### config.mk
export PLATFORM = sky130hd
export DESIGN_NAME = stage_e_flat
export DESIGN_NICKNAME = d
export VERILOG_FILES = /design/src/rtl/stage_e_pkg.sv /design/src/rtl/stage_e_if.sv /design/src/rtl/stage_e_pipe_field.sv /design/src/rtl/stage_e.sv /design/src/flat_wrapper.sv
export SDC_FILE = /design/constraint.sdc
export NUM_CORES = 1
export LEC_CHECK = 0
export ABC_AREA = 1
export CAP_MARGIN = 30
export CORE_AREA = 2 2 157 159
export CTS_CLUSTER_DIAMETER = 200
export DETAILED_ROUTE_END_ITERATION = 6
export DIE_AREA = 0 0 159 161
export PLACE_DENSITY_LB_ADDON = 0.3
export SKIP_CTS_REPAIR_TIMING = 1
export SYNTH_ARGS = -nofsm -noshare
export SYNTH_HDL_FRONTEND = slang
export SYNTH_SLANG_ARGS = --single-unit
### constraint.sdc
create_clock -name clk -period 1.3 [get_ports clk]
set_clock_uncertainty 0.1 [all_clocks]
set_input_delay 0.325 -clock clk [delete_from_list [all_inputs] [get_ports clk]]
set_output_delay 0.325 -clock clk [all_outputs]
set_load 0.03 [all_outputs]
### src/rtl/stage_e_pkg.sv
// rtl/stage_e_pkg.sv - cpu_defs: exception codes, PCs and field layouts shared by the pipeline stages
package cpu_defs;

  localparam int EXC_WIDTH = 5;
  localparam int CTRL_W    = 16;
  localparam int TNEW_W    = 2;

  localparam logic [31:0] PC_RESET   = 32'h0000_3000;
  localparam logic [31:0] PC_HANDLER = 32'h0000_4180;

  typedef enum logic [EXC_WIDTH-1:0] {
    EXC_INT     = 5'd0,
    EXC_ADEL    = 5'd4,
    EXC_ADES    = 5'd5,
    EXC_SYSCALL = 5'd8,
    EXC_RI      = 5'd10,
    EXC_OV      = 5'd12
  } exc_code_e;

  // Fields that are zeroed whenever a bubble is inserted.
  typedef struct packed {
    logic [31:0]       instr;
    logic [31:0]       rs;
    logic [31:0]       rt;
    logic [31:0]       imm;
    logic [4:0]        a1;
    logic [4:0]        a2;
    logic [4:0]        a3;
    logic [CTRL_W-1:0] ctrl;
    logic [TNEW_W-1:0] tnew;
  } e_fields_t;

  function automatic logic [TNEW_W-1:0] tnew_age(input logic [TNEW_W-1:0] t);
    return (t == '0) ? '0 : t - 1'b1;
  endfunction

endpackage

### src/rtl/stage_e_if.sv
// rtl/stage_e_if.sv - D-to-E pipeline bus: decode-side inputs, control, execute-side outputs
interface stage_e_if;
  import cpu_defs::*;

  logic                 stall;
  logic                 req;
  logic                 flush;
  logic [31:0]          instr_in;
  logic [31:0]          pc_in;
  logic                 slot_in;
  logic [EXC_WIDTH-1:0] exc_in;
  logic [EXC_WIDTH-1:0] dec_exc;
  logic [31:0]          rs_val;
  logic [31:0]          rt_val;
  logic [31:0]          imm_in;
  logic [4:0]           a1_in;
  logic [4:0]           a2_in;
  logic [4:0]           a3_in;
  logic [TNEW_W-1:0]    tnew_in;
  logic [CTRL_W-1:0]    ctrl_in;

  logic [31:0]          instr_out;
  logic [31:0]          pc_out;
  logic [31:0]          rs_out;
  logic [31:0]          rt_out;
  logic [31:0]          imm_out;
  logic [4:0]           a1_out;
  logic [4:0]           a2_out;
  logic [4:0]           a3_out;
  logic [EXC_WIDTH-1:0] exc_out;
  logic                 slot_out;
  logic [TNEW_W-1:0]    tnew_out;
  logic [CTRL_W-1:0]    ctrl_out;
  logic                 bubble_out;

  modport master (
    output stall, req, flush, instr_in, pc_in, slot_in, exc_in, dec_exc,
           rs_val, rt_val, imm_in, a1_in, a2_in, a3_in, tnew_in, ctrl_in,
    input  instr_out, pc_out, rs_out, rt_out, imm_out, a1_out, a2_out, a3_out,
           exc_out, slot_out, tnew_out, ctrl_out, bubble_out
  );

  modport slave (
    input  stall, req, flush, instr_in, pc_in, slot_in, exc_in, dec_exc,
           rs_val, rt_val, imm_in, a1_in, a2_in, a3_in, tnew_in, ctrl_in,
    output instr_out, pc_out, rs_out, rt_out, imm_out, a1_out, a2_out, a3_out,
           exc_out, slot_out, tnew_out, ctrl_out, bubble_out
  );
endinterface

### src/rtl/stage_e_pipe_field.sv
// rtl/stage_e_pipe_field.sv - pipe_field: register with priority reset > clear > load
module pipe_field #(
  parameter int           W       = 1,
  parameter logic [W-1:0] RST_VAL = '0,
  parameter logic [W-1:0] CLR_VAL = '0
) (
  input  logic         clk,
  input  logic         rst,
  input  logic         clr,
  input  logic [W-1:0] d,
  output logic [W-1:0] q
);

  always_ff @(posedge clk) begin
    if (rst)      q <= RST_VAL;
    else if (clr) q <= CLR_VAL;
    else          q <= d;
  end

endmodule

### src/rtl/stage_e.sv
// rtl/stage_e.sv - D/E pipeline register with bubble insertion, exception merge and Tnew aging
module stage_e
  import cpu_defs::*;
#(
  parameter logic [31:0] RESET_PC   = PC_RESET,
  parameter logic [31:0] HANDLER_PC = PC_HANDLER,
  parameter int          EXC_W      = EXC_WIDTH
) (
  input logic     clk,
  input logic     rst,
  stage_e_if.slave bus
);

  logic            squash;
  logic            slot_clr;
  logic [31:0]     pc_d;
  logic [EXC_W-1:0] exc_merged;
  e_fields_t       d_fields;
  e_fields_t       q_fields;

  assign squash = bus.req | bus.stall | bus.flush;
  // A stall bubble keeps the D slot flag so a later interrupt reports BD correctly.
  assign slot_clr   = bus.req | (bus.flush & ~bus.stall);
  assign pc_d       = bus.req ? HANDLER_PC : bus.pc_in;
  assign exc_merged = (bus.exc_in != '0) ? bus.exc_in : bus.dec_exc;

  always_comb begin
    d_fields       = '0;
    d_fields.instr = bus.instr_in;
    d_fields.rs    = bus.rs_val;
    d_fields.rt    = bus.rt_val;
    d_fields.imm   = bus.imm_in;
    d_fields.a1    = bus.a1_in;
    d_fields.a2    = bus.a2_in;
    d_fields.a3    = bus.a3_in;
    d_fields.ctrl  = bus.ctrl_in;
    d_fields.tnew  = tnew_age(bus.tnew_in);
  end

  pipe_field #(.W($bits(e_fields_t))) u_data (
    .clk(clk), .rst(rst), .clr(squash), .d(d_fields), .q(q_fields)
  );

  pipe_field #(.W(32), .RST_VAL(RESET_PC)) u_pc (
    .clk(clk), .rst(rst), .clr(1'b0), .d(pc_d), .q(bus.pc_out)
  );

  pipe_field #(.W(1)) u_slot (
    .clk(clk), .rst(rst), .clr(slot_clr), .d(bus.slot_in), .q(bus.slot_out)
  );

  pipe_field #(.W(EXC_W)) u_exc (
    .clk(clk), .rst(rst), .clr(squash), .d(exc_merged), .q(bus.exc_out)
  );

  pipe_field #(.W(1), .RST_VAL(1'b1), .CLR_VAL(1'b1)) u_bubble (
    .clk(clk), .rst(rst), .clr(squash), .d(1'b0), .q(bus.bubble_out)
  );

  assign bus.instr_out = q_fields.instr;
  assign bus.rs_out    = q_fields.rs;
  assign bus.rt_out    = q_fields.rt;
  assign bus.imm_out   = q_fields.imm;
  assign bus.a1_out    = q_fields.a1;
  assign bus.a2_out    = q_fields.a2;
  assign bus.a3_out    = q_fields.a3;
  assign bus.ctrl_out  = q_fields.ctrl;
  assign bus.tnew_out  = q_fields.tnew;

endmodule

### src/flat_wrapper.sv
// flat-port wrapper written by rule: the top's interface ports become plain ports
module stage_e_flat import cpu_defs::*;
#(
  parameter logic [31:0] RESET_PC   = PC_RESET,
  parameter logic [31:0] HANDLER_PC = PC_HANDLER,
  parameter int          EXC_W      = EXC_WIDTH
)
  (clk, rst, bus_stall, bus_req, bus_flush, bus_instr_in, bus_pc_in, bus_slot_in, bus_exc_in, bus_dec_exc, bus_rs_val, bus_rt_val, bus_imm_in, bus_a1_in, bus_a2_in, bus_a3_in, bus_tnew_in, bus_ctrl_in, bus_instr_out, bus_pc_out, bus_rs_out, bus_rt_out, bus_imm_out, bus_a1_out, bus_a2_out, bus_a3_out, bus_exc_out, bus_slot_out, bus_tnew_out, bus_ctrl_out, bus_bubble_out);
  stage_e_if bus_i ();
  input logic clk;
  input logic rst;
  input wire logic [$bits(bus_i.stall)-1:0] bus_stall;
  input wire logic [$bits(bus_i.req)-1:0] bus_req;
  input wire logic [$bits(bus_i.flush)-1:0] bus_flush;
  input wire logic [$bits(bus_i.instr_in)-1:0] bus_instr_in;
  input wire logic [$bits(bus_i.pc_in)-1:0] bus_pc_in;
  input wire logic [$bits(bus_i.slot_in)-1:0] bus_slot_in;
  input wire logic [$bits(bus_i.exc_in)-1:0] bus_exc_in;
  input wire logic [$bits(bus_i.dec_exc)-1:0] bus_dec_exc;
  input wire logic [$bits(bus_i.rs_val)-1:0] bus_rs_val;
  input wire logic [$bits(bus_i.rt_val)-1:0] bus_rt_val;
  input wire logic [$bits(bus_i.imm_in)-1:0] bus_imm_in;
  input wire logic [$bits(bus_i.a1_in)-1:0] bus_a1_in;
  input wire logic [$bits(bus_i.a2_in)-1:0] bus_a2_in;
  input wire logic [$bits(bus_i.a3_in)-1:0] bus_a3_in;
  input wire logic [$bits(bus_i.tnew_in)-1:0] bus_tnew_in;
  input wire logic [$bits(bus_i.ctrl_in)-1:0] bus_ctrl_in;
  output wire logic [$bits(bus_i.instr_out)-1:0] bus_instr_out;
  output wire logic [$bits(bus_i.pc_out)-1:0] bus_pc_out;
  output wire logic [$bits(bus_i.rs_out)-1:0] bus_rs_out;
  output wire logic [$bits(bus_i.rt_out)-1:0] bus_rt_out;
  output wire logic [$bits(bus_i.imm_out)-1:0] bus_imm_out;
  output wire logic [$bits(bus_i.a1_out)-1:0] bus_a1_out;
  output wire logic [$bits(bus_i.a2_out)-1:0] bus_a2_out;
  output wire logic [$bits(bus_i.a3_out)-1:0] bus_a3_out;
  output wire logic [$bits(bus_i.exc_out)-1:0] bus_exc_out;
  output wire logic [$bits(bus_i.slot_out)-1:0] bus_slot_out;
  output wire logic [$bits(bus_i.tnew_out)-1:0] bus_tnew_out;
  output wire logic [$bits(bus_i.ctrl_out)-1:0] bus_ctrl_out;
  output wire logic [$bits(bus_i.bubble_out)-1:0] bus_bubble_out;
  assign bus_i.stall = bus_stall;
  assign bus_i.req = bus_req;
  assign bus_i.flush = bus_flush;
  assign bus_i.instr_in = bus_instr_in;
  assign bus_i.pc_in = bus_pc_in;
  assign bus_i.slot_in = bus_slot_in;
  assign bus_i.exc_in = bus_exc_in;
  assign bus_i.dec_exc = bus_dec_exc;
  assign bus_i.rs_val = bus_rs_val;
  assign bus_i.rt_val = bus_rt_val;
  assign bus_i.imm_in = bus_imm_in;
  assign bus_i.a1_in = bus_a1_in;
  assign bus_i.a2_in = bus_a2_in;
  assign bus_i.a3_in = bus_a3_in;
  assign bus_i.tnew_in = bus_tnew_in;
  assign bus_i.ctrl_in = bus_ctrl_in;
  assign bus_instr_out = bus_i.instr_out;
  assign bus_pc_out = bus_i.pc_out;
  assign bus_rs_out = bus_i.rs_out;
  assign bus_rt_out = bus_i.rt_out;
  assign bus_imm_out = bus_i.imm_out;
  assign bus_a1_out = bus_i.a1_out;
  assign bus_a2_out = bus_i.a2_out;
  assign bus_a3_out = bus_i.a3_out;
  assign bus_exc_out = bus_i.exc_out;
  assign bus_slot_out = bus_i.slot_out;
  assign bus_tnew_out = bus_i.tnew_out;
  assign bus_ctrl_out = bus_i.ctrl_out;
  assign bus_bubble_out = bus_i.bubble_out;
  stage_e #(.RESET_PC(RESET_PC), .HANDLER_PC(HANDLER_PC), .EXC_W(EXC_W)) u_core (.clk(clk), .rst(rst), .bus(bus_i));
endmodule
After elaboration in Yosys (flattened, before gate mapping)
Index checks and enable logic that the tools add are counted.

storage, ports and cells
  latch bits = 0
  memory bits (writable) = 0
  memories kept = 0
  input port bits = 209
  register bits after elaboration = 200
  bits in read-only memories = 0

cells by class
  $mul = 0
  div/mod/pow operators = 0
  equal/unequal tests = 0
  magnitude comparators = 0
  shift-type cells = 0
  add/subtract/negate cells = 1
  muxes and demuxes = 3
  bitwise logic cells = 5
  reduce and logical (&&, ||, !) cells = 6

operators with widths
  kind                 number
  $mux 15              1
  $reduce_or 2->1      3
  $mux 5               1
  $reduce_bool 5->1    1
  $or 1x1->1           3
  $reduce_or 3->1      1
  $logic_not 2->1      1
  $sub 2x1->2 const B  1
  $and 1x1->1          1
  $mux 1               1
  $not 1->1            1

Longest topological paths before layout
  depth in word-level cells = 4
  depth in mapped cells = 6
  gate-level depth less buffers = 5

By module
Synthesis repeated with hierarchy kept, for this count alone.

unflattened totals
  cell total of the unflattened synthesis = 722
  area, all modules = 6,258.5 µm²

modules (own cells, without submodules)
  module                         sequential area each (µm²)  cells each  area an instance (µm²)  instances
  pipe_field at u_core.u_data    3,223.1                     503         4,593.2                 1
  pipe_field at u_core.u_pc      640.6                       102         1,023.5                 1
  stage_e                        0.0                         91          407.9                   1
  pipe_field at u_core.u_exc     100.1                       18          168.9                   1
  pipe_field at u_core.u_slot    20.0                        4           33.8                    1
  pipe_field at u_core.u_bubble  20.0                        4           31.3                    1

Worst setup path before layout
OpenSTA, ideal clock, no wires.

  path kind = input port to flip-flop
  start point = input bus_stall
  end point = register u_core.u_data.q[121]
  stages on the path = 5
  slack = 0.228 ns
  data arrival time = 0.908 ns
  required time = 1.136 ns
  cells stage by stage = nor2_2 > nand3_4 > buf_6 > buf_2 > nor2_1

on the way
  longest elaborated chain between the ends = 3

RTL lines
  item                       line                      RTL
  start: declaration         flat_wrapper.sv:12        input wire logic [$bits(bus_i.stall)-1:0] bus_stall;
  $or 1x1->1 (2 in series)   stage_e.sv:21             assign squash = bus.req | bus.stall | bus.flush;
  $reduce_or 2->1 (no line)  -
  end signal: assignment     stage_e_pipe_field.sv:15  if (rst) q <= RST_VAL;
  end signal: assignment     stage_e_pipe_field.sv:16  else if (clr) q <= CLR_VAL;
  end signal: assignment     stage_e_pipe_field.sv:17  else q <= d;
  end: declaration           stage_e_pipe_field.sv:11  output logic [W-1:0] q

Every way passes these cells.
A chain may end at the register's enable or synchronous reset.

Final worst setup path
  start point = register u_core.u_data.q[81]
  end point = output bus_rt_out[16]

RTL lines
  item              line                RTL
  end: declaration  flat_wrapper.sv:31  output wire logic [$bits(bus_i.rt_out)-1:0] bus_rt_out;

No word-level cell between the ends.

==> impl_metrics.env <==
export IMPL_ys_top_cells_by_area="dfxtp_1 69%, inv_1 13%, nor2_1 13%"
export IMPL_numClockSinks=200
export IMPL_final_nets=1273
export IMPL_die_w_um=159
export IMPL_ys_ff_latch=200
export IMPL_drv_cap=0
export IMPL_postPlaceCellArea_um2=9810
export IMPL_power_frac_comb=0.116
export IMPL_slew_headroom=0.791
export IMPL_synth_top_cell_by_area="dfxtp_1"
export IMPL_cts_made_buffers=17
export IMPL_io_buffers=408
export IMPL_regArea_um2=4250
export IMPL_synthesis_nets=846
export IMPL_syn_area_um2=5790
export IMPL_areaGrowthSynthToFinish_pct=97.1
export IMPL_dieArea_um2=25600
export IMPL_critPathCaptureType="primary output"
export IMPL_synth_top_cell_area_share=0.691
export IMPL_clkPwrFrac=0.392
export IMPL_violations="negative setup slack"
export IMPL_start_util=0.242
export IMPL_ys_seq_area_frac=0.691
export IMPL_max_stage_delay_ns=0.35
export IMPL_setup_slack_ns=-0.0243
export IMPL_grt_pass1_wl_um=26000
export IMPL_synthCells=636
export IMPL_synth_edff_count=0
export IMPL_async_flop_share=0
export IMPL_cp_cell_sequence="buf_6"
export IMPL_tns_ns=-0.108
export IMPL_start_kind="flip-flop"
export IMPL_die_y_um=161
export IMPL_grt_max_degree=47
export IMPL_hold_path_class="input pin to flip-flop"
export IMPL_ir_drop_mv=0.744
export IMPL_num_vias=5053
export IMPL_cp_required_ns=0.88
export IMPL_synth_most_common_cell="dfxtp_1"
export IMPL_leakage_uw=0.00571
export IMPL_p_switching_uw=3140
export IMPL_fin_crit_ns=1.32
export IMPL_wl_um=17900
export IMPL_multi_input_area_um2=871
export IMPL_fin_crit_sh=1.02
export IMPL_post_route_util=0.476
export IMPL_power_internal_uw=9740
export IMPL_gr_total_overflow=0
export IMPL_clockRootBuffer="clkbuf_16"
export IMPL_critPathArrivalTime_ns=0.90
export IMPL_yosysWarnings=0
export IMPL_layout_drive_gt1_share=0.424
export IMPL_outcome="finished with violations"
export IMPL_dr_pass1_iters=4
export IMPL_ant_nets=0
export IMPL_worstMarginPinSlew_ns=0.313
export IMPL_tritoncts="built"
export IMPL_power_uw=12900
export IMPL_rsz0062_at_grt="yes"
export IMPL_critical_path_buf_inv_count=1
export IMPL_wl_per_cell_um=12.8
export IMPL_antenna_cells=0
export IMPL_power_share_switching=0.244
export IMPL_dp_hpwl_um=13600
export IMPL_antenna_found_initial=0
export IMPL_power_density_nw_per_um2=1130
export IMPL_fillers=2278
export IMPL_synth_cells_most_frequent="200 x dfxtp_1, 196 x inv_1, 196 x nor2_1"
export IMPL_viasPerCell=3.61
export IMPL_globalRouteTotalUtil=0.131
export IMPL_htree_num_levels=4
export IMPL_fmax_ghz=0.755
export IMPL_num_rows=57
export IMPL_setup_violations=15
export IMPL_grt_pass1_vias=4904
export IMPL_cts_buffer_depth=2
export IMPL_drc_errors=0
export IMPL_path_max_fanout=1
export IMPL_path_delay_family="flip-flops"
export IMPL_cp_slowest_cell="dfxtp_2"
export IMPL_io_pins=409
export IMPL_finalHoldViolations=0
export IMPL_cts_clk_slew_worst_paths_ns=0.07
export IMPL_design_area_um2=11400
export IMPL_synth_flop_cell="dfxtp_1"
export IMPL_pwr_share_seq=0.492
export IMPL_slew_violations=0
export IMPL_place_congestion=0.762
export IMPL_drt_iter0_markers=149
export IMPL_critPathKind="flip-flop to primary output"
export IMPL_place_ws_ns=-0.421
export IMPL_yosys_cell_types_count=16
export IMPL_syn_area_per_cell_um2=9.10
export IMPL_core_um2=24000
## flip-flops by register name, summed over array words and instances, names as in the netlist
signal	count
u_core.u_bubble.q	1
u_core.u_exc.q	5
u_core.u_data.q	161
u_core.u_pc.q	32
u_core.u_slot.q	1
## worst min-delay path, cell delays in order
cell	delay (ns)
dlymetal6s2s_1	0.12
o21ai_0	0.10
nor2_1	0.08
## area by class of cell
type                    count  area share
clock buffers              19      0.0388
clock inverters            12      0.0103
inverters                 198      0.0651
multi-input cells         218      0.0763
flip-flops and latches    200       0.373
well taps                 324      0.0355
repair buffers            428       0.401
## cell usage in the layout (no fill, tap or decap)
master and instances:
nor2_2 2, clkbuf_8 1, buf_4 14, nand2_2 1
clkinv_8 1, o21bai_1 1, clkinv_4 6, clkinvlp_4 2
buf_12 6, nor3_1 2, nand3_4 1, clkbuf_1 1
inv_8 3, dfxtp_2 200, ha_1 1, a21oi_1 4
clkdlybuf4s50_1 206, inv_1 196, nand2_1 6, nand4_1 4
buf_6 199, o21ai_0 1, nor2_1 195, inv_2 2
dlymetal6s2s_1 2, clkbuf_16 18
## worst paths after layout
kind	end	start	cells past startpoint	slack [ns]
hold / removal	u_core.u_slot.q	bus_stall	3	0.15
setup / recovery	bus_rt_out[16]	u_core.u_data.q[81]	1	-0.02
## metal layers
| layer | vias up | wire length, µm | GRT usage |
|---|---|---|---|
| met4 | 0 | 343 | 0.0479 |
| met3 | 18 | 1560 | 0.0490 |
| met1 | 2219 | 6890 | 0.143 |
| li1 | 2585 | - | - |
| met2 | 231 | 9150 | 0.232 |
| met5 | - | 0 | 0 |
## power by group through the flow
| stage | registers [µW] | logic, µW | clock network [µW] |
|---|---|---|---|
| floorplan | 6700 | 238 | 0 |
| global placement | 6430 | 1420 | 0 |
| detailed placement | 6430 | 1420 | 0 |
| CTS | 6290 | 1430 | 5250 |
| global route | 6350 | 1610 | 5510 |
| finish | 6330 | 1500 | 5050 |
## cell families after synthesis
family / Yosys count / synth area share
buffers and inverters: 218 / 0.159
adder cells (fa/ha/maj): 1 / 0.00216
AO/OA/AOI/OAI: 6 / 0.00562
AND/OR/NAND/NOR: 211 / 0.142
flip-flops: 200 / 0.691
## per-stage QoR
step	instances	hold slack [ns]
final	1399	0.146
after global routing	1399	0.204
after CTS	1397	0.289
after detailed placement	1366	0.653
after global placement	1366	0.653
after floorplan	636	0.297
(Power assumes the default switching activity.)
